$ cat config.mk
export PLATFORM = sky130hd
export DESIGN_NAME = seg_bcd_formatter
export DESIGN_NICKNAME = d
export VERILOG_FILES = /design/src/rtl/seg_pkg.sv /design/src/rtl/bcd_add3.sv /design/src/rtl/seg_bcd_formatter.sv
export SDC_FILE = /design/constraint.sdc
export NUM_CORES = 1
export LEC_CHECK = 0
export ABC_AREA = 0
export CELL_PAD_IN_SITES_DETAIL_PLACEMENT = 1
export CELL_PAD_IN_SITES_GLOBAL_PLACEMENT = 1
export CORE_ASPECT_RATIO = 1.5
export CORE_MARGIN = 2
export CORE_UTILIZATION = 41
export CTS_CLUSTER_DIAMETER = 30
export DETAILED_ROUTE_END_ITERATION = 16
export GPL_TIMING_DRIVEN = 0
export PLACE_DENSITY = 0.75
export SETUP_SLACK_MARGIN = 0.3
export SYNTH_ARGS = -nofsm -noshare
export SYNTH_HDL_FRONTEND = slang
export SYNTH_HIERARCHICAL = 1
export SYNTH_SLANG_ARGS = --single-unit
export TNS_END_PERCENT = 50
$ cat constraint.sdc
create_clock -name clk -period 2.7 [get_ports clk]
set_input_delay 0.54 -clock clk [delete_from_list [all_inputs] [get_ports clk]]
set_output_delay 0.54 -clock clk [all_outputs]
set_load 0.1 [all_outputs]
$ cat src/rtl/seg_pkg.sv
// +----------------------------------------------------------------------------+
// | Module : seg_pkg                                                           |
// | Shared constants, FSM state type and blanking helper for seg_bcd_formatter |
// | Rev    : 1.0  initial release                                              |
// +----------------------------------------------------------------------------+
`default_nettype none

package seg_pkg;

  localparam logic [1:0]  SEG_MODE_NUM  = 2'd0;
  localparam logic [1:0]  SEG_MODE_CHAR = 2'd1;
  localparam logic [3:0]  DIG_BLANK     = 4'hF;
  localparam logic [3:0]  DIG_ERR       = 4'hE;
  localparam int unsigned MAX_VALUE     = 99_999_999;

  typedef enum logic [1:0] {
    ST_IDLE = 2'd0,
    ST_CONV = 2'd1,
    ST_FIN  = 2'd2
  } state_t;

  // Replace zero digits above the most-significant non-zero digit; digit 0 always shows.
  function automatic logic [31:0] blank_leading(input logic [31:0] d);
    logic [31:0] r;
    logic        lead;
    r    = d;
    lead = 1'b1;
    for (int i = 7; i >= 1; i--) begin
      if (lead && (d[4*i +: 4] == 4'h0)) begin
        r[4*i +: 4] = DIG_BLANK;
      end else begin
        lead = 1'b0;
      end
    end
    return r;
  endfunction

endpackage

`default_nettype wire

$ cat src/rtl/bcd_add3.sv
// +----------------------------------------------------------------------------+
// | Module : bcd_add3                                                          |
// | Double-dabble nibble correction: adds 3 to any digit of 5 or more          |
// | Rev    : 1.0  initial release                                              |
// +----------------------------------------------------------------------------+
`default_nettype none

module bcd_add3 (
  input  logic [3:0] i_nib,
  output logic [3:0] o_nib
);

  assign o_nib = (i_nib >= 4'd5) ? (i_nib + 4'd3) : i_nib;

endmodule

`default_nettype wire

$ cat src/rtl/seg_bcd_formatter.sv
// +----------------------------------------------------------------------------+
// | Module : seg_bcd_formatter                                                 |
// | Binary/char to packed 8-digit BCD word for the seven-segment scan driver.  |
// | Build option: SEG_BCD_LZB_EN enables leading-zero blanking.                |
// | Rev    : 1.0  initial release                                              |
// +----------------------------------------------------------------------------+
`default_nettype none

module seg_bcd_formatter
  import seg_pkg::*;
#(
  parameter int VALUE_W = 27
) (
  input  logic               clk,
  input  logic               rst,
  input  logic               in_valid,
  output logic               in_ready,
  input  logic               in_char,
  input  logic [VALUE_W-1:0] in_value,
  output logic [31:0]        seg_data_o,
  output logic [1:0]         seg_mode_o,
  output logic               done_o
);

  localparam logic [VALUE_W-1:0] C_MAX  = VALUE_W'(MAX_VALUE);
  localparam logic [4:0]         C_LAST = 5'(VALUE_W - 1);
  localparam logic [4:0]         C_TERM = 5'(VALUE_W);

  state_t               r_state;
  state_t               w_state_nxt;
  logic [VALUE_W-1:0]   r_bin;
  logic [31:0]          r_bcd;
  logic [4:0]           r_cnt;
  logic [31:0]          r_seg_data;
  logic [1:0]           r_seg_mode;
  logic                 r_done;

  logic                 w_accept;
  logic                 w_ovf;
  logic                 w_do_char;
  logic                 w_do_ovf;
  logic                 w_do_load;
  logic                 w_do_shift;
  logic                 w_do_fin;
  logic [31:0]          w_adj;
  logic [31:0]          w_result;

  assign in_ready   = (r_state == ST_IDLE);
  assign seg_data_o = r_seg_data;
  assign seg_mode_o = r_seg_mode;
  assign done_o     = r_done;

  assign w_accept = in_valid && in_ready;
  assign w_ovf    = (in_value > C_MAX);

  generate
    for (genvar g = 0; g < 8; g++) begin : g_add3
      bcd_add3 u_add3 (
        .i_nib (r_bcd[4*g +: 4]),
        .o_nib (w_adj[4*g +: 4])
      );
    end
  endgenerate

`ifdef SEG_BCD_LZB_EN
  assign w_result = blank_leading(r_bcd);
`else
  assign w_result = r_bcd;
`endif

  always_ff @(posedge clk) begin
    if (rst) begin
      r_state <= ST_IDLE;
    end else begin
      r_state <= w_state_nxt;
    end
  end

  always_comb begin
    w_state_nxt = r_state;
    w_do_char   = 1'b0;
    w_do_ovf    = 1'b0;
    w_do_load   = 1'b0;
    w_do_shift  = 1'b0;
    w_do_fin    = 1'b0;
    case (r_state)
      ST_IDLE: begin
        if (w_accept) begin
          if (in_char) begin
            w_do_char = 1'b1;
          end else if (w_ovf) begin
            w_do_ovf = 1'b1;
          end else begin
            w_do_load   = 1'b1;
            w_state_nxt = ST_CONV;
          end
        end
      end
      ST_CONV: begin
        w_do_shift = 1'b1;
        if (r_cnt >= C_LAST) begin
          w_state_nxt = ST_FIN;
        end
      end
      ST_FIN: begin
        w_do_fin    = 1'b1;
        w_state_nxt = ST_IDLE;
      end
      default: begin
        w_state_nxt = ST_IDLE;
      end
    endcase
  end

  always_ff @(posedge clk) begin
    if (rst) begin
      r_bin      <= '0;
      r_bcd      <= '0;
      r_cnt      <= '0;
      r_seg_data <= {8{DIG_BLANK}};
      r_seg_mode <= SEG_MODE_NUM;
      r_done     <= 1'b0;
    end else begin
      r_done <= 1'b0;
      if (w_do_char) begin
        r_seg_data <= {28'h0, in_value[3:0]};
        r_seg_mode <= SEG_MODE_CHAR;
        r_done     <= 1'b1;
      end
      if (w_do_ovf) begin
        r_seg_data <= {8{DIG_ERR}};
        r_seg_mode <= SEG_MODE_NUM;
        r_done     <= 1'b1;
      end
      if (w_do_load) begin
        r_bin <= in_value;
        r_bcd <= '0;
        r_cnt <= '0;
      end
      if (w_do_shift) begin
        r_bcd <= {w_adj[30:0], r_bin[VALUE_W-1]};
        r_bin <= {r_bin[VALUE_W-2:0], 1'b0};
        if (r_cnt != C_TERM) begin
          r_cnt <= r_cnt + 5'd1;
        end
      end
      if (w_do_fin) begin
        r_seg_data <= w_result;
        r_seg_mode <= SEG_MODE_NUM;
        r_done     <= 1'b1;
      end
    end
  end

endmodule

`default_nettype wire

==> impl_metrics.toml, run 1 <==
[timing]
setup-tns-final_ns = 0
drv_slew = 0
worst_slew_pin_slew_ns = 0.9856
whs_ns = 0.4830
post-route-period-util = 0.8977
max_freq_ghz = 0.4126
setup_viol = 0
slew_headroom = 0.3409
fin_skew_ns = 0.007047
final.min_clock_period_ns = 2.424
hold_viol = 0
rsz0062_at_grt = "true"

[clocking]
cts_hold_buf = 0
clk_pin_slew_worst_paths_ns = 0.07
numCtsBuffers = 9
clock_sinks = 100
htree_levels = 3
worstSkewPairLatency_ns = 0.35
root_buffer = "clkbuf_16"
clock_path_buffers = 2
cts_tree = "yes"

[placement]
io_buffers = 64
post-place-cells = 818
dp_hpwl_mm = 11.02
place_congestion = 0.7928

[routing]
dr.first_iter.drc_count = 150
dr.pass1.iters = 4
viasPerCell = 5.858
routed_wl_mm = 15.49
ant_nets = 0
drt-wirelength-per-cell_um = 18.44
vias = 4921
drcViolationCount = 0

[setup_path]
r2r_start = "r_state[0]$_SDFFE_PP0P_"
slowest_stage = "clkdlybuf4s50_1"
start_kind = "flip-flop"
reg2reg_slack_ns = 0.59
arrival_ns = 1.88
crit_fanout = 2
cp_num_buf_inv = 1
worstRegToRegCells = 6
max_stage_delay_ns = 1.16
required_ns = 2.16
worstSetupPathType = "flip-flop to output port"
path_cells = "clkdlybuf4s50_1"
critPathTopFamily = "buffers and inverters"
timing.rr.end = "seg_data_o[28]$_SDFFE_PP1P_"
endpoint_kind = "output port"

[final_layout]
diodes = 0
nFillCells = 1441
ff_latch_area_um2 = 2002
multi_input_area_um2 = 2821
fin_cells = 840
drive_gt1_frac = 0.08734
nNetsFinal = 732
syn_to_final_growth_pct = 27.00

[global_routing]
grt_usage = 0.2392
grt_pass1_vias = 5082
grt_max_degree = 16
gr-total-overflow = 0
grt_first_pass_wirelength_mm = 25.07
antenna_found_initial = 0

[floorplan]
io_pins = 67
initial_core_util = 0.4198
core_um2 = 11960
die_w_um = 94.34
die_area_um2 = 13160
die_y_um = 139.5
rows = 49

[worst_hold_path]
hold_start = "seg_data_o[27]$_SDFFE_PP1P_"
hold_class = "flip-flop to flip-flop"
worstHoldPathCells = 2
whs_endpoint = "seg_data_o[27]$_SDFFE_PP1P_"

[synth]
yosysWarningCount = 6
syn_avg_cell_area_um2 = 8.350
synth_area_um2 = 5019
synth_cells = 601
syn_nets = 650

[power_and_ir_drop]
p_total_mw = 3.717
p_leak_nw = 2.337
peakVddDrop_mv = 0.3030
power.density_nw_per_um2 = 583.2

[flow_run]
cap_violations = 0

[outcome]
status = "finished, final reports clean"
==> cell usage in the layout, fill, tap and decap left out, types with 4 or more instances in the layout <==
master,count
buf_4,4
nor2_1,11
a21oi_1,66
nand3_1,43
nand2b_1,20
dlymetal6s2s_1,9
a32oi_1,26
clkdlybuf4s50_1,54
ha_1,18
o21ai_0,9
buf_6,9
xnor2_1,8
a221o_1,9
mux2i_1,11
o21ai_1,8
o211ai_1,62
a21oi_2,8
clkbuf_1,37
dfxtp_1,100
nand2_1,91
inv_1,19
buf_1,4
clkbuf_16,9
==> worst max path at each step <==
stage	start	to	slack [ns]	cells past startpoint
after floorplan	r_state[0]$_SDFFE_PP0P_	seg_data_o[12]$_SDFFE_PP1P_	0.54	6
after global placement	in_value[18]	r_bin[18]$_SDFFE_PP0P_	-0.31	7
after detailed placement	in_value[18]	r_bin[11]$_SDFFE_PP0P_	-0.35	7
after CTS	in_value[18]	seg_data_o[4]$_SDFFE_PP1P_	0.23	6
after global routing	seg_data_o[1]$_SDFFE_PP1P_	seg_data_o[1]	0.25	1
final	seg_data_o[1]$_SDFFE_PP1P_	seg_data_o[1]	0.28	1
==> sequential cells by signal, summed over array words and instances, names as in the netlist <==
| signal | count |
|---|---|
| r_bcd | 32 |
| seg_mode_o | 1 |
| r_cnt | 5 |
| r_state | 2 |
| seg_data_o | 32 |
| r_bin | 27 |
| done_o | 1 |
==> repair_timing <==
item / 4_1_cts / 5_1_grt
setup buffers: 0 / 2
pin swaps: 1 / 14
endpoints found under the setup margin: 87 / 114
cloned: 1 / 4
gates resized for setup: 9 / 51
==> per-layer routing <==
metal,wire length [µm],track usage,vias up,share of wire
met5,0,0,-,0
met2,8395,0.4432,96,0.54
li1,-,-,2361,-
met1,6330,0.2699,2449,0.41
met3,476,0.04115,15,0.031
met4,284,0.08162,0,0.018
==> stage by stage <==
stage / utilization / area, µm² / worst slack [ns]
6_report: 0.5331 / 6374 / 0.2762
5_1_grt: 0.5331 / 6374 / 0.2471
4_1_cts: 0.5198 / 6215 / 0.2303
3_5_place_dp: 0.4900 / 5858 / -0.3498
3_3_place_gp: 0.4900 / 5858 / -0.3077
2_1_floorplan: - / 5026 / 0.5430
==> area by class of cell <==
type / count / share of cell area
plain buffers: 53 / 0.04378
repair buffers: 69 / 0.1086
clock buffers: 11 / 0.03808
clock inverters: 4 / 0.01158
flip-flops and latches: 100 / 0.3141
inverters: 19 / 0.01119
well taps: 153 / 0.03004
multi-input cells: 431 / 0.4427
==> power by group <==
part | switching [mW] | leakage (nW) | total [mW] | internal [mW]
sequential | 0.0369 | 0.816 | 1.57 | 1.54
clock | 0.563 | 0.156 | 1.40 | 0.833
combinational | 0.539 | 1.37 | 0.748 | 0.209
total | 1.14 | 2.34 | 3.72 | 2.58
(Power assumes the default switching activity.)
==> run 2: changes to the inputs <==
CORE_UTILIZATION = 47   (was 41)
DONT_BUFFER_PORTS = 1   (was not set)
==> run 2 against run 1 <==
Against the previous run:
- worst setup slack better by 0.089 ns
- final cell count down 8.9%
- maximum frequency increased by 3.8%
- worst hold slack worse by 0.12 ns
- wire length decreased by 3.5%
- via count shrank 6.8%
- utilization fell by 0.35 points
- total power shrank 6.5%
- die area shrank 12%
- final area decreased by 13%
- first-iteration DRC count increased by 21%
- combinational power down 57%
- critical endpoint is now seg_data_o[28]$_SDFFE_PP1P_
==> impl_metrics.toml, run 2 (same netlist as run 1, synthesis figures left out) <==
[global_routing]
use_met3 = 0.05653
grt_usage = 0.2643
gr-total-overflow = 0
grtUsageMet2 = 0.4794
grt_first_pass_wirelength_mm = 24.00
grt_pass1_vias = 4855
top_usage_layer = "met2"
met1_usage = 0.2927
antenna_found_initial = 0
grt_max_degree = 16

[power_and_ir_drop]
power.density_nw_per_um2 = 626.7
peakVddDrop_mv = 0.3218
seqPwrFrac = 0.533
pwr-share-comb = 0.092
power_switching_mw = 1.098
p_leak_nw = 1.950
switching_share = 0.3158
p_int_mw = 2.379
clkPwrFrac = 0.375
p_total_mw = 3.477

[timing]
final.min_clock_period_ns = 2.335
post-route-period-util = 0.8647
whs_ns = 0.3589
max_freq_ghz = 0.4283
worst_slew_pin_slew_ns = 1.029
fin_skew_ns = 0.008049
setup_viol = 0
rsz0062_at_grt = "false"
layout_setup_ws_ns = 0.3653
hold_viol = 0
setup-tns-final_ns = 0
slew_headroom = 0.3133
drv_slew = 0

[final_layout]
drive_gt1_frac = 0.07890
diodes = 0
syn_to_final_growth_pct = 10.55
final_cell_mix = "dfxtp_1, nand2_1, a21oi_1"
nNetsFinal = 665
layout_commonest_cell = "dfxtp_1"
nFillCells = 1274

[floorplan]
rows = 46
die_w_um = 88.37
initial_core_util = 0.4791
io_pins = 67
die_area_um2 = 11540
die_y_um = 130.6
core_um2 = 10480

[routing]
routed_wl_mm = 14.94
dr.pass1.iters = 4
vias = 4587
ant_nets = 0
dr.first_iter.drc_count = 181
drcViolationCount = 0
viasPerCell = 5.996
drt-wirelength-per-cell_um = 19.53

[setup_path]
critPathTopFamily = "simple AND/OR/NAND/NOR gates"
worstSetupPathType = "flip-flop to flip-flop"
arrival_ns = 2.56
r2r_start = "r_state[0]$_SDFFE_PP0P_"
worstRegToRegCells = 7
start_kind = "flip-flop"
timing.rr.end = "seg_data_o[28]$_SDFFE_PP1P_"
crit_fanout = 10
crit_top_cell = "nor2_4"
reg2reg_slack_ns = 0.37
slowest_stage = "nor2_4"
cp_num_buf_inv = 2
endpoint_kind = "flip-flop"
max_stage_delay_ns = 0.56
required_ns = 2.93
path_cells = "nor2_4, nand3b_1, buf_6, a2111oi_4, buf_4, nor2_4, a221o_1"

[placement]
place_ws_ns = 0.1876
io_buffers = 0
place_congestion = 0.8199
dp_hpwl_mm = 10.66

[clocking]
clock_sinks = 100
htree_levels = 3
worstSkewPairLatency_ns = 0.35
clk_pin_slew_worst_paths_ns = 0.07
numCtsBuffers = 9
root_buffer = "clkbuf_16"
cts_hold_buf = 0
clock_path_buffers = 2
cts_tree = "yes"

[worst_hold_path]
hold_class = "input port to flip-flop"
worstHoldPathCells = 2
hold_start = "in_value[0]"
whs_endpoint = "r_bin[0]$_SDFFE_PP0P_"

[outcome]
status = "finished, final reports clean"

[flow_run]
cap_violations = 0
[run 2: cell types whose count changed in the layout (fill, tap and decap cells not counted), sizes merged, moves of 5 or more]
cell / delta
clkbuf: +5
dlymetal6s2s: -9
buf: -5
clkdlybuf4s50: -54
[run 2: what timing repair did]
action                     4_1_cts  5_1_grt
setup buffers                    2        2
pin swaps                        2        3
setup endpoints to repair       18       30
gates resized for setup          1        8
[run 2: metrics by stage]
| step | cell area, µm² | utilization | std cells |
|---|---|---|---|
| 6_report | 5548 | 0.5296 | 765 |
| 3_3_place_gp | 5206 | 0.4970 | 745 |
| 2_1_floorplan | 5026 | - | 601 |
| 4_1_cts | 5518 | 0.5268 | 763 |
| 5_1_grt | 5548 | 0.5296 | 765 |
| 3_5_place_dp | 5206 | 0.4970 | 745 |
[run 2: cell type report]
| cell class | instances | area [µm²] | area share |
|---|---|---|---|
| multi-input cells | 429 | 2735 | 0.4930 |
| repair buffers | 4 | 30.03 | 0.005413 |
| well taps | 144 | 180.2 | 0.03248 |
| plain buffers | 53 | 231.5 | 0.04172 |
| inverters | 19 | 71.32 | 0.01286 |
| clock buffers | 12 | 246.5 | 0.04443 |
| flip-flops and latches | 100 | 2004 | 0.3613 |
| clock inverters | 4 | 48.80 | 0.008796 |
[run 2: per-layer routing]
metal | part of all wire | vias up
met5 | 0 | -
met4 | 0.018 | 0
met3 | 0.049 | 21
met2 | 0.53 | 92
met1 | 0.40 | 2251
li1 | - | 2223
[run 2: how the worst max path moves through the flow]
stage | start | to | depth (start not counted)
after floorplan | r_state[0]$_SDFFE_PP0P_ | seg_data_o[12]$_SDFFE_PP1P_ | 6
after global placement | r_state[0]$_SDFFE_PP0P_ | seg_data_o[28]$_SDFFE_PP1P_ | 6
after detailed placement | r_state[0]$_SDFFE_PP0P_ | seg_data_o[28]$_SDFFE_PP1P_ | 6
after CTS | r_state[1]$_SDFFE_PP0P_ | seg_data_o[28]$_SDFFE_PP1P_ | 6
after global routing | r_state[0]$_SDFFE_PP0P_ | seg_data_o[28]$_SDFFE_PP1P_ | 7
final | r_state[0]$_SDFFE_PP0P_ | seg_data_o[28]$_SDFFE_PP1P_ | 7
[run 2: power by group through the flow]
stage / registers, mW / clock network (mW) / logic [mW]
floorplan: 1.87 / 0 / 0.231
global placement: 1.88 / 0 / 0.300
detailed placement: 1.89 / 0 / 0.310
CTS: 1.85 / 1.32 / 0.314
global route: 1.86 / 1.38 / 0.350
finish: 1.85 / 1.31 / 0.318
==> run 3: changes to the inputs <==
RECOVER_POWER = 50   (was not set)
==> run 3 against run 2 <==
Against the previous run:
- final cell count stayed put
- global-route usage stayed put
- worst setup slack worse by 0.10 ns
- utilization is 0.16 points lower
- total power is 0.11% lower
- flip-flop and latch count stayed put
- critical path depth stayed put
- non-clock buffer count stayed put
- maximum frequency is 4.3% lower
- sequential power hardly changed
- largest power group unchanged
==> impl_metrics.toml, run 3 (same netlist as run 1, synthesis figures left out) <==
[timing]
drv_slew = 0
slew_headroom = 0.3106
setup_viol = 0
max_freq_ghz = 0.4099
post-route-period-util = 0.9036
hold_viol = 0
setup-tns-final_ns = 0
final.min_clock_period_ns = 2.440
rsz0062_at_grt = "false"
worst_slew_pin_slew_ns = 1.033
whs_ns = 0.3561
fin_skew_ns = 0.005303

[setup_path]
endpoint_kind = "flip-flop"
crit_fanout = 10
worstSetupPathType = "flip-flop to flip-flop"
arrival_ns = 2.67
start_kind = "flip-flop"
required_ns = 2.93
startpoint = "r_state[0]$_SDFFE_PP0P_"
r2r_start = "r_state[0]$_SDFFE_PP0P_"

[routing]
dr.first_iter.drc_count = 199
ant_nets = 0
vias = 4612
drt-wirelength-per-cell_um = 19.52
drcViolationCount = 0
dr.pass1.iters = 5
routed_wl_mm = 14.94
viasPerCell = 6.029

[clocking]
htree_levels = 3
root_buffer = "clkbuf_16"
clock_sinks = 100
clock_path_buffers = 2
worstSkewPairLatency_ns = 0.35
cts_tree = "yes"
cts_hold_buf = 0
clk_pin_slew_worst_paths_ns = 0.07
numCtsBuffers = 9

[final_layout]
nFillCells = 1280
fin_cells = 765
layout_commonest_cell = "dfxtp_1"
diodes = 0
syn_to_final_growth_pct = 10.22
nNetsFinal = 665
drive_gt1_frac = 0.07246
final_cell_mix = "dfxtp_1, nand2_1, a21oi_1"

[outcome]
status = "finished, final reports clean"

[global_routing]
gr-total-overflow = 0
antenna_found_initial = 0
grt_first_pass_wirelength_mm = 24.00
grt_pass1_vias = 4855
grt_usage = 0.2643
grt_max_degree = 16

[floorplan]
initial_core_util = 0.4791
core_um2 = 10480
die_y_um = 130.6
rows = 46
io_pins = 67
die_area_um2 = 11540
die_w_um = 88.37

[power_and_ir_drop]
power.density_nw_per_um2 = 627.8
p_leak_nw = 1.935
p_total_mw = 3.473
peakVddDrop_mv = 0.3250

[placement]
post-place-cells = 745
io_buffers = 0
place_congestion = 0.8199
dp_hpwl_mm = 10.66

[flow_run]
cap_violations = 0

[worst_hold_path]
hold_start = "in_value[0]"
hold_class = "input port to flip-flop"
## run 3: cell type report
cell class / instances / area (µm²) / share of cell area
buffer: 53 / 224.0 / 0.04049
inverter: 19 / 71.32 / 0.01289
sequential: 100 / 2003 / 0.3621
clock buffer: 12 / 246.5 / 0.04456
timing repair buffer: 4 / 22.52 / 0.004071
clock inverter: 4 / 48.80 / 0.008822
tap: 144 / 180.2 / 0.03257
multi-input combinational: 429 / 2735 / 0.4945
## run 3: routing by layer
metal	vias up	track usage	part of all wire
met5	-	0	0
met4	0	0.1123	0.019
met3	21	0.05653	0.055
met2	99	0.4794	0.53
met1	2270	0.2927	0.39
li1	2222	-	-
## run 3: worst max-delay path, stage by stage, from the launching register on
cell and delay [ns]:
dfxtp_1 0.38, nor2_4 0.58, nand3b_1 0.13, clkbuf_2 0.26
a2111oi_4 0.38, buf_4 0.19, nor2_4 0.08, a221o_1 0.31
## run 3: timing repair
| item | 4_1_cts | 5_1_grt |
|---|---|---|
| buffers inserted | 2 | 2 |
| resized for setup | 1 | 8 |
| endpoints found under the hold margin | 0 | 0 |
| pin swaps | 2 | 3 |
| endpoints found under the setup margin | 18 | 30 |
## run 3: final timing paths
path,to,slack (ns),cells after the start
worst max-delay path,seg_data_o[28]$_SDFFE_PP1P_,0.26,7
worst min-delay path,r_bin[0]$_SDFFE_PP0P_,0.36,2
worst max register to register,seg_data_o[28]$_SDFFE_PP1P_,0.26,7
worst min register to register,r_bcd[0]$_SDFFE_PP0P_,0.50,2
## run 3: stage by stage
| stage | area [µm²] | worst slack (ns) | utilization |
|---|---|---|---|
| 2_1_floorplan | 5026 | 0.5430 | - |
| 3_3_place_gp | 5206 | 0.2221 | 0.4970 |
| 3_5_place_dp | 5206 | 0.1876 | 0.4970 |
| 4_1_cts | 5518 | 0.3955 | 0.5268 |
| 5_1_grt | 5532 | 0.1550 | 0.5281 |
| 6_report | 5532 | 0.2603 | 0.5281 |
## run 3: where the power goes
group | total, mW | switching [mW] | internal [mW]
Sequential | 1.85 | 0.316 | 1.54
Clock | 1.30 | 0.561 | 0.743
Combinational | 0.316 | 0.219 | 0.0968
